**config.mk**
```make
export PLATFORM = sky130hd
export DESIGN_NAME = imm_gen_pipe
export DESIGN_NICKNAME = d
export VERILOG_FILES = /design/src/rtl/imm_gen_pipe.sv
export SDC_FILE = /design/constraint.sdc
export NUM_CORES = 1
export LEC_CHECK = 0
export BUFFER_PORTS_ARGS = -buffer_cell sky130_fd_sc_hd__buf_2
export CAP_MARGIN = 10
export CORE_MARGIN = 3
export CORE_UTILIZATION = 53
export CTS_CLUSTER_DIAMETER = 150
export CTS_CLUSTER_SIZE = 20
export DETAILED_ROUTE_END_ITERATION = 16
export PLACE_DENSITY_LB_ADDON = 0.1
export SKIP_LAST_GASP = 1
export SLEW_MARGIN = 0
export SYNTH_ARGS = -nofsm -noshare
export SYNTH_HDL_FRONTEND = slang
export SYNTH_SLANG_ARGS = --single-unit
```
**constraint.sdc**
```tcl
create_clock -name clk -period 2.6 [get_ports clk]
set_input_delay 0.52 -clock clk [delete_from_list [all_inputs] [get_ports clk]]
set_output_delay 0.52 -clock clk [all_outputs]
set_load 0.1 [all_outputs]
```
**src/rtl/imm_gen_pipe.sv**
```systemverilog
`default_nettype none
// ============================================================================
// Module   : imm_gen_pipe
// Brief    : RISC-V immediate generator with a valid/ready input, a one-cycle
//            output register and a skid register. Formats come from an
//            explicit op code or from auto-decode of the opcode field.
//            Illegal results carry imm = 0 and are counted when delivered.
// Revision : 1.0 - initial release
// ============================================================================
module imm_gen_pipe #(
  parameter int XLEN         = 32,
  parameter bit AUTO_DEFAULT = 1'b0
) (
  input  logic            clk,
  input  logic            rst,
  input  logic            in_valid,
  output logic            in_ready,
  input  logic [31:0]     instr,
  input  logic [2:0]      op,
  input  logic            auto_mode,
  output logic            out_valid,
  input  logic            out_ready,
  output logic [XLEN-1:0] imm,
  output logic            illegal,
  output logic [7:0]      illegal_cnt
);

  // Internal format codes; the explicit op input uses the same encoding.
  localparam logic [2:0] c_fmt_i   = 3'b000;
  localparam logic [2:0] c_fmt_s   = 3'b001;
  localparam logic [2:0] c_fmt_b   = 3'b010;
  localparam logic [2:0] c_fmt_j   = 3'b011;
  localparam logic [2:0] c_fmt_u   = 3'b100;
  localparam logic [2:0] c_fmt_bad = 3'b111;

  localparam logic [7:0] c_cnt_max = 8'hFF;

  // Pipeline state
  logic            out_valid_q, out_valid_d;
  logic [XLEN-1:0] out_imm_q,   out_imm_d;
  logic            out_ill_q,   out_ill_d;
  logic            skid_valid_q, skid_valid_d;
  logic [XLEN-1:0] skid_imm_q,   skid_imm_d;
  logic            skid_ill_q,   skid_ill_d;
  logic            in_ready_q,  in_ready_d;
  logic [7:0]      cnt_q,       cnt_d;
  logic            mode_q,      mode_d;

  // Combinational datapath
  logic            accept;
  logic            deliver;
  logic            mode_sel;
  logic [2:0]      fmt;
  logic [31:0]     imm32;
  logic            new_ill;
  logic [XLEN-1:0] new_imm;

  assign accept  = in_valid & in_ready_q;
  assign deliver = out_valid_q & out_ready;

  // An offered word always carries its own mode; the register only supplies
  // the idle-time value (reset default, then the last accepted mode).
  assign mode_sel = in_valid ? auto_mode : mode_q;

  // Resolve the immediate format from op or from the opcode field.
  always_comb begin
    fmt = op;
    if (mode_sel) begin
      case (instr[6:0])
        7'b0010011, 7'b0000011, 7'b1100111, 7'b1110011: fmt = c_fmt_i;
        7'b0100011:                                     fmt = c_fmt_s;
        7'b1100011:                                     fmt = c_fmt_b;
        7'b1101111:                                     fmt = c_fmt_j;
        7'b0110111, 7'b0010111:                         fmt = c_fmt_u;
        default:                                        fmt = c_fmt_bad;
      endcase
    end
  end

  // Assemble the 32-bit sign-extended immediate; bit 31 always equals
  // instr[31] for legal formats, so widening to 64 bits copies that bit.
  always_comb begin
    imm32   = 32'd0;
    new_ill = 1'b0;
    case (fmt)
      c_fmt_i: imm32 = {{20{instr[31]}}, instr[31:20]};
      c_fmt_s: imm32 = {{20{instr[31]}}, instr[31:25], instr[11:7]};
      c_fmt_b: imm32 = {{19{instr[31]}}, instr[31], instr[7], instr[30:25],
                        instr[11:8], 1'b0};
      c_fmt_j: imm32 = {{11{instr[31]}}, instr[31], instr[19:12], instr[20],
                        instr[30:21], 1'b0};
      c_fmt_u: imm32 = {instr[31:12], 12'd0};
      default: new_ill = 1'b1;
    endcase
  end

  generate
    if (XLEN == 64) begin : g_xlen64
      assign new_imm = {{32{imm32[31]}}, imm32};
    end else begin : g_xlen32
      assign new_imm = imm32[XLEN-1:0];
    end
  endgenerate

  // Next-state for the output/skid pair, in_ready, mode and illegal counter.
  always_comb begin
    out_valid_d  = out_valid_q;
    out_imm_d    = out_imm_q;
    out_ill_d    = out_ill_q;
    skid_valid_d = skid_valid_q;
    skid_imm_d   = skid_imm_q;
    skid_ill_d   = skid_ill_q;
    mode_d       = mode_q;
    cnt_d        = cnt_q;

    if (accept) begin
      mode_d = auto_mode;
    end

    if (!out_valid_q || deliver) begin
      // Output stage frees up: the older skid entry goes first.
      if (skid_valid_q) begin
        out_valid_d  = 1'b1;
        out_imm_d    = skid_imm_q;
        out_ill_d    = skid_ill_q;
        skid_valid_d = accept;
        if (accept) begin
          skid_imm_d = new_imm;
          skid_ill_d = new_ill;
        end
      end else begin
        out_valid_d = accept;
        if (accept) begin
          out_imm_d = new_imm;
          out_ill_d = new_ill;
        end
      end
    end else if (accept) begin
      // Output stage is held: park the new result in the skid register.
      skid_valid_d = 1'b1;
      skid_imm_d   = new_imm;
      skid_ill_d   = new_ill;
    end

    in_ready_d = ~skid_valid_d;

    if (deliver && out_ill_q && (cnt_q != c_cnt_max)) begin
      cnt_d = cnt_q + 8'd1;
    end
  end

  // State registers with synchronous reset; reset discards buffered results.
  always_ff @(posedge clk) begin
    if (rst) begin
      out_valid_q  <= 1'b0;
      out_imm_q    <= '0;
      out_ill_q    <= 1'b0;
      skid_valid_q <= 1'b0;
      skid_imm_q   <= '0;
      skid_ill_q   <= 1'b0;
      in_ready_q   <= 1'b1;
      cnt_q        <= 8'd0;
      mode_q       <= AUTO_DEFAULT;
    end else begin
      out_valid_q  <= out_valid_d;
      out_imm_q    <= out_imm_d;
      out_ill_q    <= out_ill_d;
      skid_valid_q <= skid_valid_d;
      skid_imm_q   <= skid_imm_d;
      skid_ill_q   <= skid_ill_d;
      in_ready_q   <= in_ready_d;
      cnt_q        <= cnt_d;
      mode_q       <= mode_d;
    end
  end

  assign in_ready    = in_ready_q;
  assign out_valid   = out_valid_q;
  assign imm         = out_imm_q;
  assign illegal     = out_ill_q;
  assign illegal_cnt = cnt_q;

endmodule
`default_nettype wire

```
# [Word level (Yosys, flattened, before mapping)]
# Cells that the tools add are included.
[totals] elab_cells=57 in_bits=40 output_inout_bits=43 reg_bits=78
[op_classes] n_reduce_logical=10 addsub=1 mux=19 eq_ne=15 bitwise=3
[op_table] op="$mux 32" n=5
[op_table] op="$pmux 32 s5" n=1
[op_table] op="$eq 7x7->1 const B" n=4
[op_table] op="$pmux 3 s5" n=1
[op_table] op="$eq 7x5->1 const B" n=2
[op_table] op="$eq 7x6->1 const B" n=2
[op_table] op="$mux 1" n=11
[op_table] op="$add 8x1->8 const B" n=1
[op_table] op="$ne 8x8->1 const B" n=1
[op_table] op="$eq 7x2->1 const B" n=1
[op_table] op="$eq 3x2->1 const B" n=2
[op_table] op="$reduce_or 5->1" n=1
[op_table] op="$reduce_or 4->1" n=1
[op_table] op="$eq 3x1->1 const B" n=1
[op_table] op="$eq 3x3->1 const B" n=1
[op_table] op="$logic_not 3->1" n=1
[op_table] op="$mux 3" n=1
[op_table] op="$and 1x1->1" n=2
[op_table] op="$logic_and 1x1->1" n=2
[op_table] op="$ne 2x2->1 const B" n=1
[op_table] op="$reduce_and 2->1" n=1
[op_table] op="$reduce_bool 2->1" n=1
[op_table] op="$reduce_or 2->1" n=1
[op_table] op="$logic_not 1->1" n=1
[op_table] op="2 further kinds" n=2

# [Longest topological paths before layout]
[logic_depth] word_depth=10 depth_mapped=9 mapped_depth_nobuf=7

# [Worst setup path before layout]
# Ideal clock, no wire load.
[synth_timing] kind="flip-flop to flip-flop" startpoint="register out_valid_q (netlist: out_valid)" endpoint="register skid_imm_q[20]" period_less_slack_ns=2.414 required_ns=2.462 setup_ns=0.138 arrival_time_ns=2.277 path_slack_ns=0.186 path_buffers=2 stages_incl_launch_ff=8 cell_sequence="dfxtp_1 > nor2b_1 > nor2_1 > or2_2 > clkbuf_1 > a21oi_1 > clkbuf_1 > a211oi_1"
[synth_via] elab_chain_len=3 elab_cells_between_ends=5 classes_between="eq/ne (1); mux (1); bitwise (1); reduce/logical (2)"
[synth_lines] element="start: declaration" line_no="39" source="logic out_valid_q, out_valid_d;"
[synth_lines] element="start signal: assignment" line_no="165" source="out_valid_q <= out_valid_d;"
[synth_lines] element="$and 1x1->1 / $logic_not 1->1 (equally long branches)" line_no="59, 120"
[synth_lines] element="$logic_or 1x1->1 (*)" line_no="120" source="if (!out_valid_q || deliver) begin"
[synth_lines] element="$ne 2x2->1 (no line) / $mux 32 (equally long branches)"
[synth_lines] element="end signal: assignment" line_no="169" source="skid_imm_q <= skid_imm_d;"
[synth_lines] element="end: declaration" line_no="43" source="logic [XLEN-1:0] skid_imm_q, skid_imm_d;"
# Every way passes the cells marked *; elsewhere a longest branch is shown, timed or not.
# A chain may end at the register's enable or synchronous reset.

# [Final worst setup path]
[layout_timing] startpoint="input instr[4]" endpoint="register skid_imm_q[18]"
[layout_via] elab_chain_len=9 elab_cells_between_ends=22 classes_between="eq/ne (13); mux (6); reduce/logical (3)"
[layout_lines] element="start: declaration" line_no="18" source="input logic [31:0] instr,"
[layout_lines] element="$eq 7x5->1 (tied with other cells)" line_no="69" source="case (instr[6:0])"
[layout_lines] element="$reduce_or 4->1 / $reduce_or 2->1 (equally long branches)" line_no="69"
[layout_lines] element="$pmux 3 s5 (*)" line_no="69"
[layout_lines] element="$mux 3 (*)" line_no="68" source="if (mode_sel) begin"
[layout_lines] element="$eq 3x3->1 (tied with other cells)" line_no="85" source="case (fmt)"
[layout_lines] element="$pmux 32 s5 (*)" line_no="85"
[layout_lines] element="$mux 32 (*)" line_no="127, 138"
[layout_lines] element="$mux 32" line_no="122" source="if (skid_valid_q) begin"
[layout_lines] element="$mux 32 (*)" line_no="120"
# Every way passes the cells marked *; elsewhere a longest branch is shown, timed or not. The select of a mux whose other input is x is not followed.

==> impl_results.md <==
- Filler Cell Count: 527
- Worst path bufs/invs: 1
- Routed vias: 3309
- Clk network pwr share: 0.292
- Switch share: 0.352
- Wire per inst: 15.4 um
- Area leader, netlist: dfxtp_1
- Post-synth EDFFs: 0
- Layout Skew: 0.0100 ns
- Setup violations, final: 0
- FF-to-FF setup slack: 0.49 ns
- Primary FF master, synth: dfxtp_1
- Largest net degree at the start of global routing: 53
- Worst endpoint data arrival time: 2.43 ns
- CTS tree: yes
- Synthesized area per cell: 8.42 um^2
- Hold EP: mode_q
- Relative slew slack: 0.593
- Starting Density: 0.567
- Non-filler instance count after layout: 566
- Worst-margin pin slew: 0.609 ns
- Reg power frac: 0.460
- First-pass GRT wire length: 14500 um
- Yosys top cell area share: 0.449
- Post-CTS sizing: 0
- Crit-path slowest cell: nor2_1
- Min Clock Period, post-route: 2.23 ns
- Antenna diodes: 0
- Max clock buf depth: 2
- Power Total: 2.80 mW
- Critical path depth: 8
- Hold Buf Count CTS: 0
- Max incr delay on CP: 0.50 ns
- Period utilisation layout: 0.858
- Critical Path Fanout Max: 8
- WL final: 8710 um
- Post-synth net total: 454
- Busiest grt layer: met2
- Area of the mapped netlist: 0.00348 mm^2
- Rows: 28
- Synth area leaders: dfxtp_1, a211oi_1, o21ai_0
- Initial DRC Count: 199
- Final Hold Vio Count: 0
- Run status: finished, final reports clean
- Worst reg2reg path depth: 6
- Total CTS buffers: 9
- Post-route ant nets: 0
- Placer Congestion: 0.751
- Worst Hold Class: input port to register
- Clock Pin Slew Worst Setup and Hold Paths: 0.07 ns
- Seq. cell area: 0.00156 mm^2
- Hold Path Stages: 3
- Final Worst Setup Slack: 0.370 ns
- Setup_tns: 0 ns
- Num ports: 83
- Synth Instances: 413
- CTS Sinks: 78
- Vias in the first global route: 3119
- GRT overflow: 0
- Final Max Tran Viols: 0
- Power density cells: 676 mW/mm^2
- Combinational fraction of design power: 0.248
- Footprint of the multi-input gates: 0.00179 mm^2
- Final core utilization: 0.677
- Core area: 0.00613 mm^2
- Net load switching power: 0.986 mW
- Hold_sp: auto_mode
- Crit. Startpoint: instr[4]
- Most common cell after layout, fill and taps aside: buf_2
- RSZ-0062 raised after global routing: no
- Pre-CTS setup slack: -0.00278 ns
- Final non-filler cell area: 0.00415 mm^2
- Worst VDD drop: 0.478 mV
- Root Buffer: clkbuf_8
- Leak pwr: 1.63 nW
- CP startpoint kind: input port
- WHS: 0.436 ns
- CP required: 2.80 ns
- PortBufs: 82
- Worst-path cell chain: buf_2 > nor3b_1 > a21oi_1 > a2bb2oi_1 > o22a_1 > a211oi_2 > nor2_1 > a211oi_1
- Hpwl dp: 5750 um
- CTS HTree Levels: 3
- FFs w/ async S/R, synth: 0
- Post-DP Area: 0.00397 mm^2
- Synth-to-Final Area Change: 19.2%
- Max_cap viols: 0
- Die Footprint: 0.00757 mm^2
- Type of destination of the critical path: register
- Kind of critical path: input port to register
- Die width: 87.0 um
- CP top delay family: compound AO/OA/AOI/OAI gates
- DR vias/cell: 5.85
- Synth warnings: 0
- Die extent in y: 87.0 um
- Commonest non-fill, non-tap cells in the layout: buf_2, dfxtp_1, nand2_1
- Max frequency: 448 MHz
- Clock Latency Late Sink: 0.35 ns
- Synth cell types: 46
- Met3 Use GR: 0.0407
- DR pass1 iterations: 4
- Reg2reg start: mode_q
- FF-to-FF End: skid_imm_q[18]
- Post-CTS setup buffers: 0
- Fraction of layout cells with a size suffix above 1: 0.246
- Met1 usage: 0.315
- Tot GR Track Use: 0.239
- Global Route met2 Usage: 0.384
- Placed cell count: 551
- Nets@finish: 528
- Sequential area share after synthesis: 0.449
- DR DRC count: 0
- Int Pwr: 1.82 mW
- #FFs+latches synth: 78
- Initial antenna violation count: 0
[state kept, by name, summed over array words and instances, names as in the netlist]
name	flops
imm	32
skid_imm_q	32
illegal_cnt	8
illegal	1
in_ready	1
mode_q	1
out_valid	1
skid_ill_q	1
skid_valid_q	1
[metal layers]
layer	up-vias	wire (um)
met2	91	4140
li1	1649	-
met5	-	0
met3	15	500
met4	0	156
met1	1554	3920
[Yosys cell counts (all sizes together), types with 2 or more instances]
library cell	number
a311oi	11
nor2b	5
clkbuf	26
or3	4
nand3	10
mux2i	5
and3	7
xor2	4
dfxtp	78
o22a	2
inv	2
buf	5
mux2	3
or2	3
nor3	15
nand3b	19
nand4	3
nand2	46
o21ai	37
a21oi	26
o211ai	2
a221oi	6
nor2	45
o22ai	5
xnor2	2
a211oi	31
[cell type report]
| cell class | count | area share |
|---|---|---|
| Clock buffer | 12 | 0.0374 |
| Clock inverter | 3 | 0.00452 |
| Inverter | 2 | 0.00181 |
| Multi-Input combinational cell | 302 | 0.430 |
| Sequential cell | 78 | 0.376 |
| Tap cell | 75 | 0.0226 |
| Timing Repair Buffer | 94 | 0.127 |
[worst max-delay path by stage]
| stage | end | slack (ns) |
|---|---|---|
| global placement | imm[17] | 0.06 |
| global route | imm[19] | 0.12 |
| finish | skid_imm_q[18] | 0.37 |
| detailed placement | skid_imm_q[17] | -0.003 |
| floorplan | skid_imm_q[20] | 0.19 |
| CTS | imm[13] | 0.37 |
[power groups by stage]
stage	clock [mW]	combinational, mW	sequential, mW
detailed placement	0	0.694	1.32
global route	0.894	0.742	1.30
global placement	0	0.688	1.32
finish	0.819	0.695	1.29
floorplan	0	0.246	1.61
CTS	0.838	0.695	1.29
[logic make-up (layout without fill, tap and decap cells)]
family,after synthesis,after routing,share of synthesized area
flip-flops,78,78,0.449
multiplexers,8,8,0.0241
AND/OR/NAND/NOR,161,161,0.229
buffers and inverters,33,111,0.0406
AO/OA/AOI/OAI,126,126,0.237
XOR/XNOR,6,6,0.0173
adder cells (fa/ha/maj),1,1,0.00360
[worst reg2reg max path, cell delays in order, from the launching register on]
cell and delay [ns]:
dfxtp_1 0.31, mux2_2 0.32, o211ai_1 0.15, and2_1 0.38, a211oi_2 0.15, nor2_1 0.50
a211oi_1 0.16
(Power assumes the default switching activity.)
